**config.mk**
```make
export PLATFORM = sky130hd
export DESIGN_NAME = ahb_vga_wbuf_flat
export DESIGN_NICKNAME = d
export VERILOG_FILES = /design/src/rtl/ahb_vga_wbuf_if.sv /design/src/rtl/ahb_vga_wbuf.sv /design/src/flat_wrapper.sv
export SDC_FILE = /design/constraint.sdc
export NUM_CORES = 1
export LEC_CHECK = 0
export ABC_AREA = 1
export CORE_AREA = 2 2 220 222
export DETAILED_ROUTE_END_ITERATION = 8
export DIE_AREA = 0 0 222 224
export PLACE_DENSITY = 0.69
export SYNTH_ARGS = -nofsm -noshare
export SYNTH_HDL_FRONTEND = slang
export SYNTH_SLANG_ARGS = --single-unit
```
**constraint.sdc**
```tcl
create_clock -name HCLK -period 6.97 [get_ports HCLK]
set_input_delay 2.091 -clock HCLK [delete_from_list [all_inputs] [get_ports HCLK]]
set_output_delay 2.091 -clock HCLK [all_outputs]
set_load 0.02 [all_outputs]
```
**src/rtl/ahb_vga_wbuf_if.sv**
```systemverilog
// ---------------------------------------------------------------------------
// ahb_vga_wbuf_if
// AHB-Lite signal bundle shared by both sides of the VGA posted-write buffer.
//   master modport : used by a block that issues transfers
//                    (drives HSEL/HADDR/HTRANS/HWRITE/HWDATA, samples HREADY)
//   slave modport  : used by a block that answers transfers
//                    (samples the request and bus HREADY,
//                     drives HREADYOUT/HRDATA)
// On the master side, HREADY carries the HREADYOUT of the downstream slave.
// ---------------------------------------------------------------------------
interface ahb_vga_wbuf_if;
    logic        HSEL;
    logic [31:0] HADDR;
    logic [1:0]  HTRANS;
    logic        HWRITE;
    logic [31:0] HWDATA;
    logic        HREADY;
    logic        HREADYOUT;
    logic [31:0] HRDATA;

    modport master (
        output HSEL, HADDR, HTRANS, HWRITE, HWDATA,
        input  HREADY
    );

    modport slave (
        input  HSEL, HADDR, HTRANS, HWRITE, HWDATA, HREADY,
        output HREADYOUT, HRDATA
    );
endinterface

```
**src/rtl/ahb_vga_wbuf.sv**
```systemverilog
// ---------------------------------------------------------------------------
// ahb_vga_wbuf
// Posted-write buffer that sits in front of the AHB VGA peripheral. CPU
// writes are accepted with zero wait states and queued as {address, byte}
// pairs. They are then replayed in order as single non-pipelined AHB-Lite
// writes to the VGA slave. The CPU stalls only when the queue is full.
//
// Ports
//   HCLK, HRESET : clock, asynchronous active-high reset
//   s_bus        : slave side (S_HSEL, S_HADDR, S_HTRANS, S_HWRITE, S_HWDATA,
//                  S_HREADY in; S_HREADYOUT, S_HRDATA out)
//   m_bus        : master side toward the VGA slave (M_HSEL, M_HADDR,
//                  M_HTRANS, M_HWRITE, M_HWDATA out; M_HREADY in)
//   empty, full  : queue status
//
// Parameters
//   DEPTH : queue entries, power of two in 2..64
//   AW    : stored address bits; HADDR[AW-1:0] is forwarded zero-extended
//
// Build option
//   VGA_WBUF_STATUS_EN : when defined, a read returns
//                        {16'h0, count, 6'h0, full, empty}; otherwise reads
//                        return zero.
// ---------------------------------------------------------------------------
module ahb_vga_wbuf #(
    parameter int DEPTH = 16,
    parameter int AW    = 24
) (
    input  logic           HCLK,
    input  logic           HRESET,
    ahb_vga_wbuf_if.slave  s_bus,
    ahb_vga_wbuf_if.master m_bus,
    output logic           empty,
    output logic           full
);
    localparam int PW = $clog2(DEPTH);
    localparam int CW = PW + 1;

    typedef enum logic [1:0] {IDLE, ADDR, DATA} state_t;

    state_t        state_q, state_d;
    logic          pend_wr_q, pend_wr_d;
    logic          pend_rd_q, pend_rd_d;
    logic [AW-1:0] pend_addr_q, pend_addr_d;
    logic [PW-1:0] wr_ptr_q, wr_ptr_d;
    logic [PW-1:0] rd_ptr_q, rd_ptr_d;
    logic [CW-1:0] count_q, count_d;
    logic [7:0]    data_q, data_d;

    logic [AW-1:0] mem_addr [DEPTH];
    logic [7:0]    mem_data [DEPTH];

    logic addr_phase;
    logic push;
    logic pop;

    // Status and handshake terms. full uses the registered count, so a
    // full queue cannot accept a push even in a cycle that also pops.
    always_comb begin
        addr_phase = s_bus.HSEL & s_bus.HREADY & s_bus.HTRANS[1];
        full       = (count_q == CW'(DEPTH));
        empty      = (count_q == '0);
        push       = pend_wr_q & ~full;
        pop        = (state_q == DATA) & m_bus.HREADY;
    end

    assign s_bus.HREADYOUT = ~(pend_wr_q & full);

    // Slave address-phase capture. The pending flags only move while the
    // bus is ready, so a stalled write keeps its address until it is pushed.
    always_comb begin
        pend_wr_d   = pend_wr_q;
        pend_rd_d   = pend_rd_q;
        pend_addr_d = pend_addr_q;
        if (s_bus.HREADY) begin
            pend_wr_d = addr_phase & s_bus.HWRITE;
            pend_rd_d = addr_phase & ~s_bus.HWRITE;
            if (addr_phase) begin
                pend_addr_d = s_bus.HADDR[AW-1:0];
            end
        end
    end

    // Queue pointers and occupancy. Pointers wrap naturally at DEPTH.
    always_comb begin
        wr_ptr_d = push ? wr_ptr_q + PW'(1) : wr_ptr_q;
        rd_ptr_d = pop  ? rd_ptr_q + PW'(1) : rd_ptr_q;
        count_d  = count_q + CW'(push) - CW'(pop);
    end

    // Queue storage needs no reset; entries are only read once counted.
    always_ff @(posedge HCLK) begin
        if (push) begin
            mem_addr[wr_ptr_q] <= pend_addr_q;
            mem_data[wr_ptr_q] <= s_bus.HWDATA[7:0];
        end
    end

    // Replay FSM: one transfer at a time, address phase then data phase.
    // The byte is latched when the address phase is accepted so M_HWDATA
    // stays stable however long the VGA slave stretches the data phase.
    always_comb begin
        state_d      = state_q;
        data_d       = data_q;
        m_bus.HSEL   = 1'b0;
        m_bus.HTRANS = 2'b00;
        m_bus.HADDR  = 32'h0;
        case (state_q)
            IDLE: begin
                if (!empty) begin
                    state_d = ADDR;
                end
            end
            ADDR: begin
                m_bus.HSEL   = 1'b1;
                m_bus.HTRANS = 2'b10;
                m_bus.HADDR  = 32'(mem_addr[rd_ptr_q]);
                if (m_bus.HREADY) begin
                    data_d  = mem_data[rd_ptr_q];
                    state_d = DATA;
                end
            end
            DATA: begin
                // count still includes the entry being popped here
                if (m_bus.HREADY) begin
                    state_d = (count_q > CW'(1)) ? ADDR : IDLE;
                end
            end
            default: state_d = IDLE;
        endcase
    end

    assign m_bus.HWRITE = 1'b1;
    assign m_bus.HWDATA = {24'h0, data_q};

    always_ff @(posedge HCLK or posedge HRESET) begin
        if (HRESET) begin
            state_q     <= IDLE;
            pend_wr_q   <= 1'b0;
            pend_rd_q   <= 1'b0;
            pend_addr_q <= '0;
            wr_ptr_q    <= '0;
            rd_ptr_q    <= '0;
            count_q     <= '0;
            data_q      <= 8'h0;
        end else begin
            state_q     <= state_d;
            pend_wr_q   <= pend_wr_d;
            pend_rd_q   <= pend_rd_d;
            pend_addr_q <= pend_addr_d;
            wr_ptr_q    <= wr_ptr_d;
            rd_ptr_q    <= rd_ptr_d;
            count_q     <= count_d;
            data_q      <= data_d;
        end
    end

`ifdef VGA_WBUF_STATUS_EN
    // Status word is presented during the read data phase.
    assign s_bus.HRDATA = pend_rd_q ? {16'h0, 8'(count_q), 6'h0, full, empty}
                                    : 32'h0;

    logic unused_bits;
    assign unused_bits = ^{s_bus.HADDR, s_bus.HWDATA[31:8]};
`else
    assign s_bus.HRDATA = 32'h0;

    logic unused_bits;
    assign unused_bits = ^{s_bus.HADDR, s_bus.HWDATA[31:8], pend_rd_q};
`endif

endmodule

```
**src/flat_wrapper.sv**
```systemverilog
// flat-port wrapper written by rule: the top's interface ports become plain ports
module ahb_vga_wbuf_flat 
#(
    parameter int DEPTH = 16,
    parameter int AW    = 24
)
  (HCLK, HRESET, empty, full, s_bus_HSEL, s_bus_HADDR, s_bus_HTRANS, s_bus_HWRITE, s_bus_HWDATA, s_bus_HREADY, s_bus_HREADYOUT, s_bus_HRDATA, m_bus_HSEL, m_bus_HADDR, m_bus_HTRANS, m_bus_HWRITE, m_bus_HWDATA, m_bus_HREADY);
  ahb_vga_wbuf_if s_bus_i ();
  ahb_vga_wbuf_if m_bus_i ();
  input  logic HCLK;
  input  logic HRESET;
  output logic empty;
  output logic full;
  input wire logic [$bits(s_bus_i.HSEL)-1:0] s_bus_HSEL;
  input wire logic [$bits(s_bus_i.HADDR)-1:0] s_bus_HADDR;
  input wire logic [$bits(s_bus_i.HTRANS)-1:0] s_bus_HTRANS;
  input wire logic [$bits(s_bus_i.HWRITE)-1:0] s_bus_HWRITE;
  input wire logic [$bits(s_bus_i.HWDATA)-1:0] s_bus_HWDATA;
  input wire logic [$bits(s_bus_i.HREADY)-1:0] s_bus_HREADY;
  output wire logic [$bits(s_bus_i.HREADYOUT)-1:0] s_bus_HREADYOUT;
  output wire logic [$bits(s_bus_i.HRDATA)-1:0] s_bus_HRDATA;
  output wire logic [$bits(m_bus_i.HSEL)-1:0] m_bus_HSEL;
  output wire logic [$bits(m_bus_i.HADDR)-1:0] m_bus_HADDR;
  output wire logic [$bits(m_bus_i.HTRANS)-1:0] m_bus_HTRANS;
  output wire logic [$bits(m_bus_i.HWRITE)-1:0] m_bus_HWRITE;
  output wire logic [$bits(m_bus_i.HWDATA)-1:0] m_bus_HWDATA;
  input wire logic [$bits(m_bus_i.HREADY)-1:0] m_bus_HREADY;
  assign s_bus_i.HSEL = s_bus_HSEL;
  assign s_bus_i.HADDR = s_bus_HADDR;
  assign s_bus_i.HTRANS = s_bus_HTRANS;
  assign s_bus_i.HWRITE = s_bus_HWRITE;
  assign s_bus_i.HWDATA = s_bus_HWDATA;
  assign s_bus_i.HREADY = s_bus_HREADY;
  assign s_bus_HREADYOUT = s_bus_i.HREADYOUT;
  assign s_bus_HRDATA = s_bus_i.HRDATA;
  assign m_bus_HSEL = m_bus_i.HSEL;
  assign m_bus_HADDR = m_bus_i.HADDR;
  assign m_bus_HTRANS = m_bus_i.HTRANS;
  assign m_bus_HWRITE = m_bus_i.HWRITE;
  assign m_bus_HWDATA = m_bus_i.HWDATA;
  assign m_bus_i.HREADY = m_bus_HREADY;
  ahb_vga_wbuf #(.DEPTH(DEPTH), .AW(AW)) u_core (.HCLK(HCLK), .HRESET(HRESET), .s_bus(s_bus_i), .m_bus(m_bus_i), .empty(empty), .full(full));
endmodule
```
==> impl_metrics.json <==
{
  "outcome": "completed",
  "place_area_sq_mm": 0.0245,
  "p_int_mw": 6.73,
  "fin_crit_sh_pct": 87.1,
  "seqPwrFrac_pct": 40.4,
  "setup_ws_ns": 0.899,
  "final_cell_area_sq_mm": 0.0263,
  "post_cts_buffers": 0,
  "start_kind": "flop",
  "grt_pass1_wl_mm": 80.5,
  "swShare_pct": 35.8,
  "ys_seq_area_share_pct": 70.8,
  "cp_slowest_stage_delay_ns": 0.92,
  "place.gp.congestion": 0.777,
  "wl_per_cell_um": 19.3,
  "cts.clk_slew.worst_paths_ns": 0.06,
  "yosysWarnings": 0,
  "worst_pin_slew_ns": 1.04,
  "dr.pass1.iters": 7,
  "die_x_um": 222,
  "grt_pass1_vias": 14000,
  "dp_slack_ns": 1.56,
  "critPathSlowestCell": "dfrtp_4",
  "final_nets": 2170,
  "min_period_ns": 6.07,
  "synth_cells": 2028,
  "path_class": "reg2out",
  "clock_path_buffers": 3,
  "n_antenna_cell": 0,
  "setup_viol": 0,
  "switchingPower_mw": 3.74,
  "grtUsageTotal_pct": 21.3,
  "initial_core_util_pct": 49.5,
  "drc": 0,
  "final_cells": 2746,
  "finClkSkew_ns": 0.0149,
  "setup-tns-final_ns": 0,
  "max_freq_mhz": 165,
  "netlist_area_sq_mm": 0.0234,
  "grt_max_degree": 198,
  "grt_overflow": 0,
  "place.detailed.hpwl_mm": 26.4,
  "p_clk_share_pct": 27.9,
  "slew_headroom_pct": 30.4,
  "cts_resized": 0,
  "ctsHoldBuffers": 0,
  "drv_cap": 0,
  "die_area_sq_mm": 0.0497,
  "area_growth_pct": 12.4,
  "num_vias": 14700,
  "num_rows": 80,
  "final_hold_viol_count": 0,
  "cts_sinks": 560,
  "drt_iter0_markers": 1485,
  "avgViaCountPerCell": 5.35,
  "clock-root-buffer": "clkbuf_16",
  "min_path_type": "reg2reg",
  "vdd_drop_max_mv": 0.319,
  "p_total_mw": 10.5,
  "placedCellCount": 2640,
  "cts_tree": "built",
  "drt.antenna.violating_nets": 0,
  "slew_viol_final": 0,
  "combPwrFrac_pct": 31.7,
  "fillers": 3811,
  "power_leakage_nw": 9.87,
  "yosys_register_bits": 560,
  "path_max_fanout": 197,
  "insertion_delay_ns": 0.60,
  "drive_gt1_share_pct": 8.12,
  "syn_avg_cell_area_sq_um": 11.5,
  "core_area_sq_mm": 0.0473,
  "endpoint_kind": "primary output",
  "numCtsBuffers": 56,
  "wl_mm": 53.0,
  "die_h_um": 224,
  "crit_required_ns": 4.88,
  "ys_types": 28,
  "htree_num_levels": 2,
  "io_pins": 175,
  "rsz0062_at_grt": "false",
  "power_density_mw_per_mm2": 398,
  "cp.arrival_ns": 3.98,
  "antenna_found_initial": 2,
  "crit_chain": "buf_12, nor2_1, nor2_1, o21ai_0, nand3_1, nand3_1, a21oi_1, clkdlybuf4s50_1",
  "port-buffer-count": 75
}
## sequential cells by signal, indices dropped and copies added (netlist names)
register,flops
u_core.count_q,5
u_core.data_q,8
u_core.mem_addr,384
u_core.mem_data,128
u_core.pend_addr_q,24
u_core.pend_wr_q,1
u_core.rd_ptr_q,4
u_core.state_q,2
u_core.wr_ptr_q,4
## worst max-delay path, delay by kind of cell, from the launching register on
| kind | cells | cell delay (ns) |
|---|---|---|
| and+or+nand+nor | 4 | 0.45 |
| DFF | 1 | 0.92 |
| buffers and inverters | 2 | 1.30 |
| AOI/OAI and AO/OA | 2 | 0.42 |
## path summary, 6_finish.rpt
check	slack [ns]	depth (start not counted)	endpoint	start
max	0.90	8	m_bus_HADDR[5]	u_core.rd_ptr_q[0]
min	0.49	2	u_core.data_q[1]	u_core.data_q[1]
max reg2reg	4.05	8	u_core.mem_data[4][7]	u_core.count_q[2]
min reg2reg	0.49	2	u_core.data_q[1]	u_core.data_q[1]
max in group asynchronous	4.27	3	u_core.rd_ptr_q[1]	HRESET
min in group asynchronous	2.07	3	u_core.pend_addr_q[16]	HRESET
## routing by layer
metal / global-route usage, % / vias to the layer above / part of all wire, %
met4: 6.82 / 4 / 2.4
met1: 28.4 / 7145 / 42
met2: 36.0 / 544 / 49
met5: 0 / - / 0.038
met3: 3.29 / 93 / 7.1
li1: - / 6904 / -
## stage by stage
stage	hold WS, ns	utilization [%]
after floorplan	0.483	-
after global placement	0.471	51.7
after detailed placement	0.465	51.7
after CTS	0.490	55.6
after global routing	0.506	55.6
final	0.490	55.6
## layout by cell type, fill, tap and decap left out
| cell | count |
|---|---|
| inv_1 | 72 |
| clkinvlp_4 | 4 |
| clkinv_1 | 9 |
| buf_4 | 33 |
| nand3_2 | 1 |
| clkbuf_16 | 58 |
| dfrtp_1 | 45 |
| a21boi_0 | 1 |
| nor2_1 | 201 |
| xor2_1 | 8 |
| a21oi_1 | 28 |
| inv_2 | 5 |
| dfrtp_2 | 1 |
| buf_12 | 2 |
| dfrtp_4 | 2 |
| edfxtp_1 | 512 |
| clkdlybuf4s50_1 | 75 |
| clkinv_8 | 1 |
| mux2_2 | 24 |
| nand3_1 | 265 |
| ha_1 | 14 |
| inv_6 | 2 |
| clkbuf_1 | 10 |
| clkbuf_8 | 9 |
| nand4_1 | 3 |
| o21ai_0 | 99 |
| conb_1 | 66 |
| nor3_1 | 1 |
| nor2_4 | 16 |
| xnor2_1 | 1 |
| clkinv_2 | 12 |
| nand2_1 | 546 |
| nor2_2 | 1 |
| bufinv_16 | 2 |
| o22ai_1 | 1 |
| fa_1 | 1 |
## cells by family after synthesis
logic type                 share of synthesized area, %
and+or+nand+nor                                    18.0
DFF                                                70.8
buffers and inverters                              6.02
AOI/OAI and AO/OA                                  2.77
muxes                                              1.15
adders and majority gates                         0.834
xor gates and xnor gates                          0.337
other                                            0.0321
## cells in the mapped netlist
| library cell | count | area share, % |
|---|---|---|
| o21ai_0 | 99 | 2.1 |
| inv_4 | 1 | 0.027 |
| buf_1 | 19 | 0.30 |
| edfxtp_1 | 512 | 66 |
| a21oi_1 | 28 | 0.60 |
| nand2_1 | 546 | 8.8 |
| inv_2 | 3 | 0.048 |
| inv_1 | 74 | 1.2 |
| dfrtp_1 | 48 | 5.1 |
| nand4_1 | 3 | 0.080 |
| conb_1 | 2 | 0.032 |
| nor2_1 | 217 | 3.5 |
| buf_2 | 41 | 0.88 |
| nor3_1 | 1 | 0.021 |
| fa_1 | 1 | 0.086 |
| xor2_1 | 8 | 0.30 |
| buf_12 | 1 | 0.086 |
| buf_6 | 15 | 0.72 |
| clkbuf_1 | 31 | 0.50 |
| nand3_1 | 266 | 5.7 |
| xnor2_1 | 1 | 0.037 |
| mux2_2 | 24 | 1.2 |
| nor2_2 | 1 | 0.027 |
| o22ai_1 | 1 | 0.027 |
| buf_8 | 1 | 0.064 |
| buf_4 | 69 | 2.2 |
| a21boi_0 | 1 | 0.032 |
| ha_1 | 14 | 0.75 |
## final cells by class
cell class	count	area, sq um	area share (%)
inverter	78	298	1.13
clock inverter	29	209	0.794
timing repair buffer	110	1040	3.95
sequential	560	16600	63.1
multi-input combinational	1277	5790	22.0
clock buffer	77	1610	6.13
tap	615	769	2.93
## power by group through the flow
| stage | clock (mW) | combinational [mW] | sequential (mW) |
|---|---|---|---|
| after global routing | 3.08 | 3.69 | 4.26 |
| after detailed placement | 0 | 3.31 | 4.30 |
| final | 2.92 | 3.32 | 4.23 |
| after CTS | 2.95 | 3.33 | 4.23 |
| after global placement | 0 | 3.27 | 4.28 |
| after floorplan | 0 | 2.44 | 4.15 |
(Power assumes the default switching activity.)
